File: src/rtl/mul_of_three_pkg.sv
// mul_of_three_pkg
// Shared definitions for the serial divisibility-by-three detector.
//   state_t   : 3-bit state {parity, rem[1:0]}, six legal encodings E0..O2
//   PARITY_POS, REM_HI, REM_LO : bit positions of the state fields
//   mod3_add  : (a + b) mod 3 for residues a, b in 0..2
//   is_legal  : 1 for the six legal encodings (rem field never 2'b11)
package mul_of_three_pkg;

    typedef enum logic [2:0] {
        E0 = 3'b000,
        E1 = 3'b001,
        E2 = 3'b010,
        O0 = 3'b100,
        O1 = 3'b101,
        O2 = 3'b110
    } state_t;

    localparam int PARITY_POS = 2;
    localparam int REM_HI     = 1;
    localparam int REM_LO     = 0;

    // Both operands are residues (0..2), so the sum is at most 4 and a
    // single conditional subtract is enough.
    function automatic logic [1:0] mod3_add(input logic [1:0] rem, input logic [1:0] w);
        logic [2:0] sum;
        sum = {1'b0, rem} + {1'b0, w};
        if (sum >= 3'd3) begin
            sum = sum - 3'd3;
        end
        return sum[1:0];
    endfunction

    function automatic logic is_legal(input logic [2:0] s);
        return s[REM_HI:REM_LO] != 2'b11;
    endfunction

endpackage

File: src/rtl/mul_of_three.sv
// mul_of_three
// Serial divisibility-by-three detector. One bit is consumed on every rising
// clock edge; out is high whenever the value built from all bits received
// since reset is a multiple of 3. Only the residue is tracked, so streams of
// any length are handled.
//
// Parameters:
//   LSB_FIRST : 1 = first bit has weight 2^0; 0 = first bit is the MSB
// Ports:
//   clk       : clock, rising edge
//   reset     : asynchronous active-low reset (forces state E0, out = 1)
//   inp       : serial data bit, sampled every rising edge
//   out       : Moore output, 1 when accumulated value mod 3 == 0
// Optional (build with MUL_OF_THREE_STATE_DBG_EN defined):
//   state_dbg : copy of the internal state register
//   bit_cnt   : consumed-bit counter, saturates at 16'hFFFF, cleared by reset
module mul_of_three
    import mul_of_three_pkg::*;
#(
    parameter bit LSB_FIRST = 1'b1
) (
    input  logic        clk,
    input  logic        reset,
    input  logic        inp,
`ifdef MUL_OF_THREE_STATE_DBG_EN
    output logic [2:0]  state_dbg,
    output logic [15:0] bit_cnt,
`endif
    output logic        out
);

    state_t     state;
    state_t     state_next;
    logic       parity;
    logic [1:0] rem;
    logic [1:0] weight;

    // State register
    always_ff @(posedge clk or negedge reset) begin
        if (!reset) begin
            state <= E0;
        end else begin
            state <= state_next;
        end
    end

    // Next-state logic. Illegal encodings fall through to E0.
    always_comb begin
        state_next = E0;
        parity     = state[PARITY_POS];
        rem        = state[REM_HI:REM_LO];
        weight     = 2'd0;
        if (is_legal(state)) begin
            if (LSB_FIRST) begin
                // 2^n mod 3 alternates 1, 2, 1, 2 ... with the bit position.
                weight     = parity ? 2'd2 : 2'd1;
                state_next = state_t'({~parity, mod3_add(rem, inp ? weight : 2'd0)});
            end else begin
                // Shift-left-and-add: rem' = (2*rem + inp) mod 3, parity unused.
                state_next = state_t'({1'b0, mod3_add(mod3_add(rem, rem), {1'b0, inp})});
            end
        end
    end

    // Output decode from state only.
    always_comb begin
        out = is_legal(state) && (state[REM_HI:REM_LO] == 2'b00);
    end

`ifdef MUL_OF_THREE_STATE_DBG_EN
    logic [15:0] bit_cnt_reg;

    always_ff @(posedge clk or negedge reset) begin
        if (!reset) begin
            bit_cnt_reg <= 16'd0;
        end else if (bit_cnt_reg != 16'hFFFF) begin
            bit_cnt_reg <= bit_cnt_reg + 16'd1;
        end
    end

    assign state_dbg = state;
    assign bit_cnt   = bit_cnt_reg;
`endif

endmodule

File: config.mk
export PLATFORM = sky130hd
export DESIGN_NAME = mul_of_three
export DESIGN_NICKNAME = d
export VERILOG_FILES = /design/src/rtl/mul_of_three_pkg.sv /design/src/rtl/mul_of_three.sv
export SDC_FILE = /design/constraint.sdc
export NUM_CORES = 1
export LEC_CHECK = 0
export ABC_AREA = 1
export BUFFER_PORTS_ARGS = -buffer_cell sky130_fd_sc_hd__buf_2
export CAP_MARGIN = 20
export CORE_AREA = 4 4 41 43
export CTS_CLUSTER_DIAMETER = 100
export DETAILED_ROUTE_END_ITERATION = 10
export DIE_AREA = 0 0 45 47
export GPL_ROUTABILITY_DRIVEN = 1
export GPL_TIMING_DRIVEN = 0
export PLACE_DENSITY_LB_ADDON = 0.05
export SKIP_LAST_GASP = 1
export SYNTH_ARGS = -nofsm -noshare
export SYNTH_HDL_FRONTEND = slang
export SYNTH_SLANG_ARGS = --single-unit
File: constraint.sdc
create_clock -name clk -period 2.1 [get_ports clk]
set_input_delay 0.42 -clock clk [delete_from_list [all_inputs] [get_ports clk]]
set_output_delay 0.42 -clock clk [all_outputs]
set_load 0.05 [all_outputs]
* Word level (Yosys, flattened, before mapping) *
Index checks and enable logic that the tools add are counted.
Widths: inputs -> output; s select.

cells by class
  add/subtract/negate cells = 2
  magnitude comparators = 1
  equal/unequal tests = 1
  multiplexer cells = 4
  bitwise operators = 1
  reduce and logical (&&, ||, !) cells = 2

operator list
  operator             count
  $mux 2               3
  $add 2x2->3          1
  $ge 3x2->1 const B   1
  $mux 3               1
  $logic_not 2->1      1
  $ne 2x2->1 const B   1
  $sub 2x2->2 const B  1
  $logic_and 1x1->1    1
  $not 1->1            1

storage, ports and cells
  flip-flop bits (word level) = 3
  input bits = 3
  logic and storage cells = 12

* Depth between registers and ports, before layout *
Gate-level depths: netlist (run 1).

  depth in word-level cells = 6
  gate-level depth with buffers = 12
  mapped depth without buffers = 12

* Worst setup path before layout (run 1) *
OpenSTA, ideal clock, no wires.

  kind = input to register
  start point = in inp
  end point = reg state[0]
  library setup time = 0.069 ns
  arrival time = 1.695 ns
  required time = 2.031 ns
  setup slack = 0.337 ns
  cell stages on the path = 12
  path buffers = 0
  cells stage by stage = inv_1 -> nor2_1 -> ha_1 -> inv_1 -> fa_1 -> inv_1 -> ha_1 -> inv_1 -> nand3_1 -> nand2_1 -> inv_1 -> nor2_2

on the way
  longest elaborated chain between the ends = 5
  elaborated cells on any way between the ends = 6
  those cells by class = 2 x add/sub; 1 x order compare; 3 x mux

RTL lines
  item                                       RTL line                                        text
  from (decl)                                mul_of_three.sv:24                              input logic inp,
  $mux 2 *                                   mul_of_three.sv:57                              state_next = state_t'({~parity, mod3_add(rem, inp ? weight : 2'd0)});
  $add 2x2->3 *                              mul_of_three_pkg.sv:26                          sum = {1'b0, rem} + {1'b0, w};
  $ge 3x2->1 or $sub 2x2->2 (tied branches)  mul_of_three_pkg.sv:27, mul_of_three_pkg.sv:28
  $mux 2 *                                   mul_of_three_pkg.sv:27                          if (sum >= 3'd3) begin
  $mux 3 *                                   mul_of_three.sv:53                              if (is_legal(state)) begin
  via state_next[0]                          mul_of_three.sv:33                              state_t state_next;
  to (signal assigned)                       mul_of_three.sv:43                              state <= state_next;
  to (decl)                                  mul_of_three.sv:32                              state_t state;

Mark *: on every way through the listed nets, which the timed path passes. The rest lies on a longest branch.

* Worst setup path in the final report (run 1) *
  start point = reg state[2]
  end point = reg state[0]

on the way
  longest elaborated chain between the ends = 6
  elaborated cells on any way between the ends = 7
  those cells by class = 2 x add/sub; 1 x order compare; 4 x mux

RTL lines
  item                                       RTL line                                        text
  $mux 2 *                                   mul_of_three.sv:56                              weight = parity ? 2'd2 : 2'd1;
  $mux 2 *                                   mul_of_three.sv:57
  $add 2x2->3 *                              mul_of_three_pkg.sv:26
  $ge 3x2->1 or $sub 2x2->2 (tied branches)  mul_of_three_pkg.sv:27, mul_of_three_pkg.sv:28
  $mux 2 *                                   mul_of_three_pkg.sv:27
  $mux 3 *                                   mul_of_three.sv:53
  via state_next[0]                          mul_of_three.sv:33

Marked as above.

==> metrics.md, run 1 <==
| Metric | Value |
|---|---|
| Status | finished, final reports clean |
| H-tree depth | 1 |
| Synth area leaders | dfrtp_1 34%, inv_1 14%, nand2_1 12% |
| Core region area | 0.001301 mm^2 |
| EDFF count, synth | 0 |
| Area of the mapped netlist | 220.2 um^2 |
| Initial antenna violation count | 0 |
| CP Max Fanout | 3 |
| Leading area contributor after synthesis | dfrtp_1 |
| Initial Util | 0.1692 |
| First-pass GRT wire length | 765 um |
| Post-Syn Instances | 29 |
| Largest stage delay, worst path | 510 ps |
| Synth cell types | 11 |
| I/O Pins | 4 |
| CTS clk-pin slew, worst paths | 40 ps |
| Asr flop ratio synth | 1.000 |
| Synth top area share | 0.3409 |
| Fmax | 534.3 MHz |
| Post-synth top cells | 8 x inv_1, 7 x nand2_1, 3 x dfrtp_1, 3 x nor2_1, 2 x ha_1 |
| P&R area growth vs syn | 31.82% |
| CTS Buf Count | 3 |
| Slowest library cell on the worst path | fa_1 |
| Routed vias | 190 |
| Final setup vio count | 0 |
| GPL Wtd Cong | 0.6610 |
| Total Routing Usage GR | 0.05313 |
| Flip-flop and latch area | 75.07 um^2 |
| Antenna violation net count after detailed routing | 0 |
| Number of global-route vias before repair | 203 |
| Post-Route WL | 428 um |
| Largest Register | state |
| Post-route minimum period | 1872 ps |
| Max reg flops | 3 |
| Area of the multi-input gates | 115.1 um^2 |
| Maxcap violations | 0 |
| CTS max path bufs | 2 |
| Aggregate global routing overflow | 0 |
| Critical path's most frequent cell | inv_1 |
| TritonRoute pass-1 iters | 2 |
| WS Path Type | reg2reg |
| DR WL/cell | 8.231 um |
| Die H | 47 um |
| Syn nets | 35 |
| # nets final | 44 |
| Max_slew headroom | 0.8344 |
| DP HPWL | 361.7 um |
| Fin Setup TNS | 0 ps |
| Port bufs | 3 |
| Root buf cell | clkbuf_4 |
| Rows | 13 |
| Final worst-path cycle share | 0.8912 |
| Chip width | 45 um |
| Most common cell in the netlist | inv_1 |
| Worst Hold Class | reg2reg |
| CTS tree | built |
| Fill count | 161 |
| Crit end category | register |
| Sink Count | 3 |
| Setup crit start kind | register |
| Yosys warns | 0 |
| Worst-margin pin slew | 250.1 ps |
| Cts repair resizes | 0 |
| Initial DRC count | 1 |
| FF+latch count, synth | 3 |
| Top FF cell, synth | dfrtp_1 |
| Critical Path, Cell by Cell | nor2_1 > ha_1 > inv_1 > fa_1 > inv_1 > ha_1 > inv_1 > nand3_1 > nand2_1 > inv_1 > nor2_2 |
| Largest net degree at the start of global routing | 5 |
| Arrival time worst endpoint | 2030 ps |
| DRC violation count after routing | 0 |
| Seq/Total Area, Yosys | 0.3409 |
| Biggest regs | state: 3 flops |
| RSZ-0062 raised after global routing | no |
| Layout Skew | 1.394 ps |
| Share of cells above drive strength 1 | 0.2162 |
| Worst-skew pair later-pin latency | 230 ps |
| Die area | 0.002115 mm^2 |
| Vias per cell | 3.654 |
| Final Max Slew Viols | 0 |
| Syn Area/Cell | 7.593 um^2 |
| Diode count | 0 |
| Final hold viol count | 0 |
| Worst EP required | 2260 ps |
## cell type report
type,instances,area share
Multi-Input combinational cell,18,0.3966
Sequential cell,3,0.2586
Inverter,8,0.1034
Clock buffer,4,0.09052
Timing Repair Buffer,4,0.08621
Tap cell,15,0.06466
## layer usage
| layer | routed length (um) | vias up | GRT usage |
|---|---|---|---|
| met3 | 19 | 0 | 0.003831 |
| met2 | 227 | 2 | 0.07345 |
| met1 | 182 | 87 | 0.06437 |
| met5 | 0 | - | 0 |
| li1 | - | 101 | - |
| met4 | 0 | 0 | 0.07018 |
## stage by stage
step / instances / hold WS, ps / utilization / setup WS, ps / area, um^2
CTS: 52 / 466.7 / 0.2231 / 216.1 / 290.3
global route: 52 / 493.6 / 0.2231 / 17.50 / 290.3
global placement: 47 / 215.0 / 0.1952 / 107.0 / 254.0
floorplan: 29 / 124.4 / - / 336.7 / 220.2
detailed placement: 47 / 216.5 / 0.1952 / 93.46 / 254.0
finish: 52 / 463.4 / 0.2231 / 228.4 / 290.3
## worst paths after layout
kind / cells after the start / slack, ps / from / end
worst min register to register: 1 / 460 / state[2] / state[2]
worst min-delay path: 1 / 460 / state[2] / state[2]
max in group asynchronous: 2 / 1480 / reset / state[1]
min in group asynchronous: 2 / 520 / reset / state[2]
worst max-delay path: 11 / 230 / state[2] / state[0]
worst max register to register: 11 / 230 / state[2] / state[0]
## kinds of logic (layout without fill, tap and decap cells)
group                    after synthesis  in the layout  share of synthesized area
AND/OR/NAND/NOR                       13             13                     0.2557
buffers and inverters                  8             16                     0.1364
adder cells (fa/ha/maj)                3              3                     0.2045
flip-flops                             3              3                     0.3409
AO/OA/AOI/OAI                          2              2                    0.06249
## cell usage in the layout, fill, tap and decap left out
master         instances
inv_1                  8
nand2_1                7
nor2_1                 3
clkbuf_4               3
buf_2                  3
dfrtp_1                3
ha_1                   2
nand3b_1               1
nand3_1                1
nor2_2                 1
a21oi_2                1
a21oi_1                1
fa_1                   1
clkbuf_1               1
dlygate4sd3_1          1
## worst max-delay path, delay by kind of cell, from the launching register on
kind	cells	cell delay, ps
adder cells (fa/ha/maj)	3	830
buffers and inverters	4	220
flip-flops	1	390
AND/OR/NAND/NOR	4	340
## timing repair
item | CTS | global route
endpoints found under the hold margin | 3 | 0
setup buffers | 0 | 0
hold buffers | 1 | 0
Power of run 1 is left out: the tool's default activity adds up to more than one toggle a clock period on the data nets, which glitch-free logic cannot reach.
==> run 2: changes to the inputs <==
- BUFFER_PORTS_ARGS: -buffer_cell sky130_fd_sc_hd__buf_2 -> -buffer_cell sky130_fd_sc_hd__buf_4
==> metrics.md, run 2 (synthesized netlist as in run 1, its figures left out) <==
| Metric | Value |
|---|---|
| Status | finished, final reports clean |
| Rows | 13 (unchanged) |
| H-tree depth | 1 (unchanged) |
| Root buf cell | clkbuf_4 |
| Largest net degree at the start of global routing | 5 (unchanged) |
| Commonest non-fill, non-tap cells in the layout | 8 x inv_1, 7 x nand2_1 |
| TritonRoute pass-1 iters | 4 (+2) |
| Post-CTS Setup Bufs | 0 (unchanged) |
| Fin Setup TNS | 0 ps (unchanged) |
| P&R area growth vs syn | 35.23% |
| Vias per cell | 3.692 (+1.1%) |
| I/O Pins | 4 (unchanged) |
| CTS tree | built |
| Origin of the worst setup path | state[2] |
| Crit path to | state[0] |
| Die H | 47 um (unchanged) |
| Layout Skew | 1.233 ps (-0.1613 ps) |
| Post-route minimum period | 1860 ps (-11.43 ps) |
| DRC violation count after routing | 0 (unchanged) |
| Worst Hold Class | reg2reg |
| CTS Buf Count | 3 (unchanged) |
| Initial Util | 0.1692 (unchanged) |
| Max reg flops | 3 (unchanged) |
| GPL Wtd Cong | 0.6764 (+2.3%) |
| Max_slew headroom | 0.9004 (+0.06601) |
| WS Path Type | reg2reg |
| Area of the multi-input gates | 115.1 um^2 (unchanged) |
| Worst-skew pair later-pin latency | 230 ps (about the same) |
| Worst EP required | 2270 ps (about the same) |
| Total Routing Usage GR | 0.05238 (-0.0007515) |
| CTS clk-pin slew, worst paths | 40 ps (about the same) |
| Diode count | 0 (unchanged) |
| Initial DRC count | 2 (+1) |
| Routed vias | 192 (+1.1%) |
| Biggest regs | state: 3 flops |
| Sink Count | 3 (unchanged) |
| Antenna violation net count after detailed routing | 0 (unchanged) |
| First-pass GRT wire length | 724 um (-5.4%) |
| Setup crit start kind | register |
| Reg2reg end | state[0] |
| Largest Register | state |
| Initial antenna violation count | 0 (unchanged) |
| Crit end category | register |
| Maxcap violations | 0 (unchanged) |
| Arrival time worst endpoint | 2030 ps (about the same) |
| Die area | 0.002115 mm^2 (unchanged) |
| CP Max Fanout | 3 (unchanged) |
| Internal reg-to-reg setup slack | 240 ps (about the same) |
| Share of cells above drive strength 1 | 0.2162 (unchanged) |
| DP HPWL | 359 um (-0.75%) |
| RSZ-0062 raised after global routing | no |
| Final Max Slew Viols | 0 (unchanged) |
| Fill count | 157 (-2.5%) |
| Port bufs | 3 (unchanged) |
| # nets final | 44 (unchanged) |
| Aggregate global routing overflow | 0 (unchanged) |
| DR WL/cell | 7.962 um (-3.3%) |
| Worst reg-to-reg path cell count | 11 (unchanged) |
| Cts repair resizes | 0 (unchanged) |
| Number of global-route vias before repair | 198 (-2.5%) |
| Final setup vio count | 0 (unchanged) |
| Commonest non-fill, non-tap cell in the layout | inv_1 |
| Worst r2r src | state[2] |
| Worst-margin pin slew | 149.4 ps (-100.7 ps) |
| Fmax | 537.6 MHz (+0.61%) |
| Final worst-path cycle share | 0.8858 (-0.005440) |
| CTS max path bufs | 2 (unchanged) |
| Final hold viol count | 0 (unchanged) |
| Chip width | 45 um (unchanged) |
| Core region area | 0.001301 mm^2 (unchanged) |
| Post-Route WL | 414 um (-3.3%) |
| Flip-flop and latch area | 75.07 um^2 (unchanged) |
==> run 2: metal layers <==
metal,vias up,part of all wire,GRT usage,wire [um]
met1,86,0.41,0.05760,171
met3,2,0.039,0,16
li1,100,-,-,-
met5,-,0,0,0
met4,0,0.048,0.08772,20
met2,4,0.50,0.07345,205
==> run 2: how the worst min path moves through the flow <==
stage,startpoint,endpoint,slack (ps),cells after the start
2_1_floorplan,reset,state[0],120,0
3_3_place_gp,reset,state[0],210,1
3_5_place_dp,reset,state[0],210,1
4_1_cts,state[2],state[2],460,1
5_1_grt,state[2],state[2],490,1
6_report,state[2],state[2],460,1
==> run 2: final cells by class <==
cell class,instances,area share
Clock buffer,4,0.08824
Inverter,8,0.1008
Tap cell,15,0.06303
Multi-Input combinational cell,18,0.3866
Sequential cell,3,0.2521
Timing Repair Buffer,4,0.1092
==> run 2: metrics by stage <==
stage	util	instances	instance area (um^2)	setup WS, ps	hold slack [ps]
after floorplan	-	29	220.2	336.7	124.4
after global placement	0.2010	47	261.5	115.2	208.7
after detailed placement	0.2010	47	261.5	95.20	210.6
after CTS	0.2288	52	297.8	208.9	463.0
after global routing	0.2288	52	297.8	49.72	485.5
final	0.2288	52	297.8	239.8	461.4
==> run 2: what timing repair did <==
action | in CTS | in global routing
hold buffers | 1 | 0
endpoints found under the hold margin | 3 | 0
endpoints found under the setup margin | 0 | 0
==> run 2: worst max-delay path, stage by stage, from the launching register on <==
cell     delay [ps]
dfrtp_1         390
nor2_1          120
ha_1            140
inv_1            40
fa_1            510
inv_1            60
ha_1            190
inv_1            70
nand3_1          90
nand2_1          70
inv_1            40
nor2_2           60
Power of run 2 is left out for the same reason.
==> run 3: changes to the inputs <==
- PLACE_DENSITY_LB_ADDON: 0.05 -> default
==> metrics.md, run 3 (synthesized netlist as in run 1, its figures left out) <==
| Metric | Value |
|---|---|
| Max reg flops | 3 (unchanged) |
| Total Routing Usage GR | 0.05534 (+0.002955) |
| Worst EP required | 2260 ps (about the same) |
| Antenna violation net count after detailed routing | 0 (unchanged) |
| Initial Util | 0.1692 (unchanged) |
| Status | finished, final reports clean |
| P&R area growth vs syn | 35.23% (unchanged) |
| Arrival time worst endpoint | 2030 ps (about the same) |
| Biggest regs | state: 3 flops |
| DRC violation count after routing | 0 (unchanged) |
| Final worst-path cycle share | 0.8868 (+0.0009629) |
| Chip width | 45 um (unchanged) |
| DP HPWL | 337.1 um (-6.1%) |
| Crit end category | register |
| Final worst setup slack | 237.8 ps (-2.022 ps) |
| Largest net degree at the start of global routing | 5 (unchanged) |
| CTS Buf Count | 3 (unchanged) |
| Final Max Slew Viols | 0 (unchanged) |
| Vias per cell | 3.692 (unchanged) |
| CTS max path bufs | 2 (unchanged) |
| Root buf cell | clkbuf_4 |
| Die area | 0.002115 mm^2 (unchanged) |
| Cts repair resizes | 0 (unchanged) |
| Final cell count without fillers | 52 (unchanged) |
| Setup crit start kind | register |
| # nets final | 44 (unchanged) |
| Worst-skew pair later-pin latency | 230 ps (about the same) |
| Initial DRC count | 1 (-1) |
| GPL Wtd Cong | 0.6060 (-10%) |
| Post-route minimum period | 1862 ps (+2.022 ps) |
| Final setup vio count | 0 (unchanged) |
| Rows | 13 (unchanged) |
| Maxcap violations | 0 (unchanged) |
| DR WL/cell | 8.096 um (+1.7%) |
| DP Cell Count | 47 (unchanged) |
| Die H | 47 um (unchanged) |
| I/O Pins | 4 (unchanged) |
| Diode count | 0 (unchanged) |
| CTS clk-pin slew, worst paths | 30 ps (about the same) |
| Fill count | 148 (-5.7%) |
| CP Max Fanout | 3 (unchanged) |
| CTS tree | built |
| Pre-CTS setup slack | 133.2 ps (+37.99 ps) |
| Share of cells above drive strength 1 | 0.2162 (unchanged) |
| WS Path Type | reg2reg |
| Post-Route WL | 421 um (+1.7%) |
| Commonest non-fill, non-tap cell in the layout | inv_1 |
| Max_slew headroom | 0.8992 (-0.001250) |
| Largest Register | state |
| Final hold viol count | 0 (unchanged) |
| Fmax | 537.0 MHz (-0.11%) |
| Core region area | 0.001301 mm^2 (unchanged) |
| Commonest non-fill, non-tap cells in the layout | 8 x inv_1, 7 x nand2_1 |
| Sink Count | 3 (unchanged) |
| RSZ-0062 raised after global routing | no |
| Fin Setup TNS | 0 ps (unchanged) |
| Aggregate global routing overflow | 0 (unchanged) |
| H-tree depth | 1 (unchanged) |
| Routed vias | 192 (unchanged) |
| Port bufs | 3 (unchanged) |
| Post-CTS Setup Bufs | 0 (unchanged) |
| Layout Skew | 0.1060 ps (-1.127 ps) |
| Worst Hold Class | reg2reg |
| Initial antenna violation count | 0 (unchanged) |
| First-pass GRT wire length | 690 um (-4.7%) |
| Number of global-route vias before repair | 189 (-4.5%) |
| TritonRoute pass-1 iters | 3 (-1) |
| Worst-margin pin slew | 151.2 ps (+1.875 ps) |
==> run 3: cell counts in the layout (fill, tap and decap cells not counted) <==
Identical to the previous run, type by type.
==> run 3: worst paths after layout <==
path | start | to | slack [ps] | cells after the start
max | state[2] | state[0] | 240 | 11
min | state[2] | state[2] | 480 | 1
max reg2reg | state[2] | state[0] | 240 | 11
min reg2reg | state[2] | state[2] | 480 | 1
max in group asynchronous | reset | state[1] | 1490 | 2
min in group asynchronous | reset | state[0] | 520 | 2
==> run 3: repair_timing <==
item                                    in CTS  in global routing
hold buffers                                 1                  0
endpoints found under the setup margin       0                  0
hold endpoints to repair                     3                  0
==> run 3: metrics by stage <==
| stage | utilization | hold WS, ps | instance area [um^2] |
|---|---|---|---|
| global route | 0.2288 | 500.6 | 297.8 |
| finish | 0.2288 | 479.9 | 297.8 |
| global placement | 0.2010 | 210.5 | 261.5 |
| floorplan | - | 124.4 | 220.2 |
| detailed placement | 0.2010 | 215.6 | 261.5 |
| CTS | 0.2288 | 479.9 | 297.8 |
==> run 3: final cells by class <==
| class | count | area (um^2) | share of cell area |
|---|---|---|---|
| Timing Repair Buffer | 4 | 32.53 | 0.1092 |
| Tap cell | 15 | 18.77 | 0.06303 |
| Sequential cell | 3 | 75.07 | 0.2521 |
| Multi-Input combinational cell | 18 | 115.1 | 0.3866 |
| Inverter | 8 | 30.03 | 0.1008 |
| Clock buffer | 4 | 26.28 | 0.08824 |
==> run 3: critical path, cell delays in order, from the launching register on <==
cell and delay (ps):
dfrtp_1 390, nor2_1 120, ha_1 140, inv_1 50, fa_1 510, inv_1 60, ha_1 190, inv_1 70
nand3_1 90, nand2_1 70, inv_1 40, nor2_2 70
==> run 3: layer usage <==
layer / vias to the layer above / track usage / wire, um
met5: - / 0 / 0
met4: 0 / 0.1053 / 38
met3: 4 / 0.02299 / 24
met2: 7 / 0.07910 / 193
met1: 79 / 0.04100 / 165
li1: 102 / - / -
Power of run 3 is left out for the same reason.
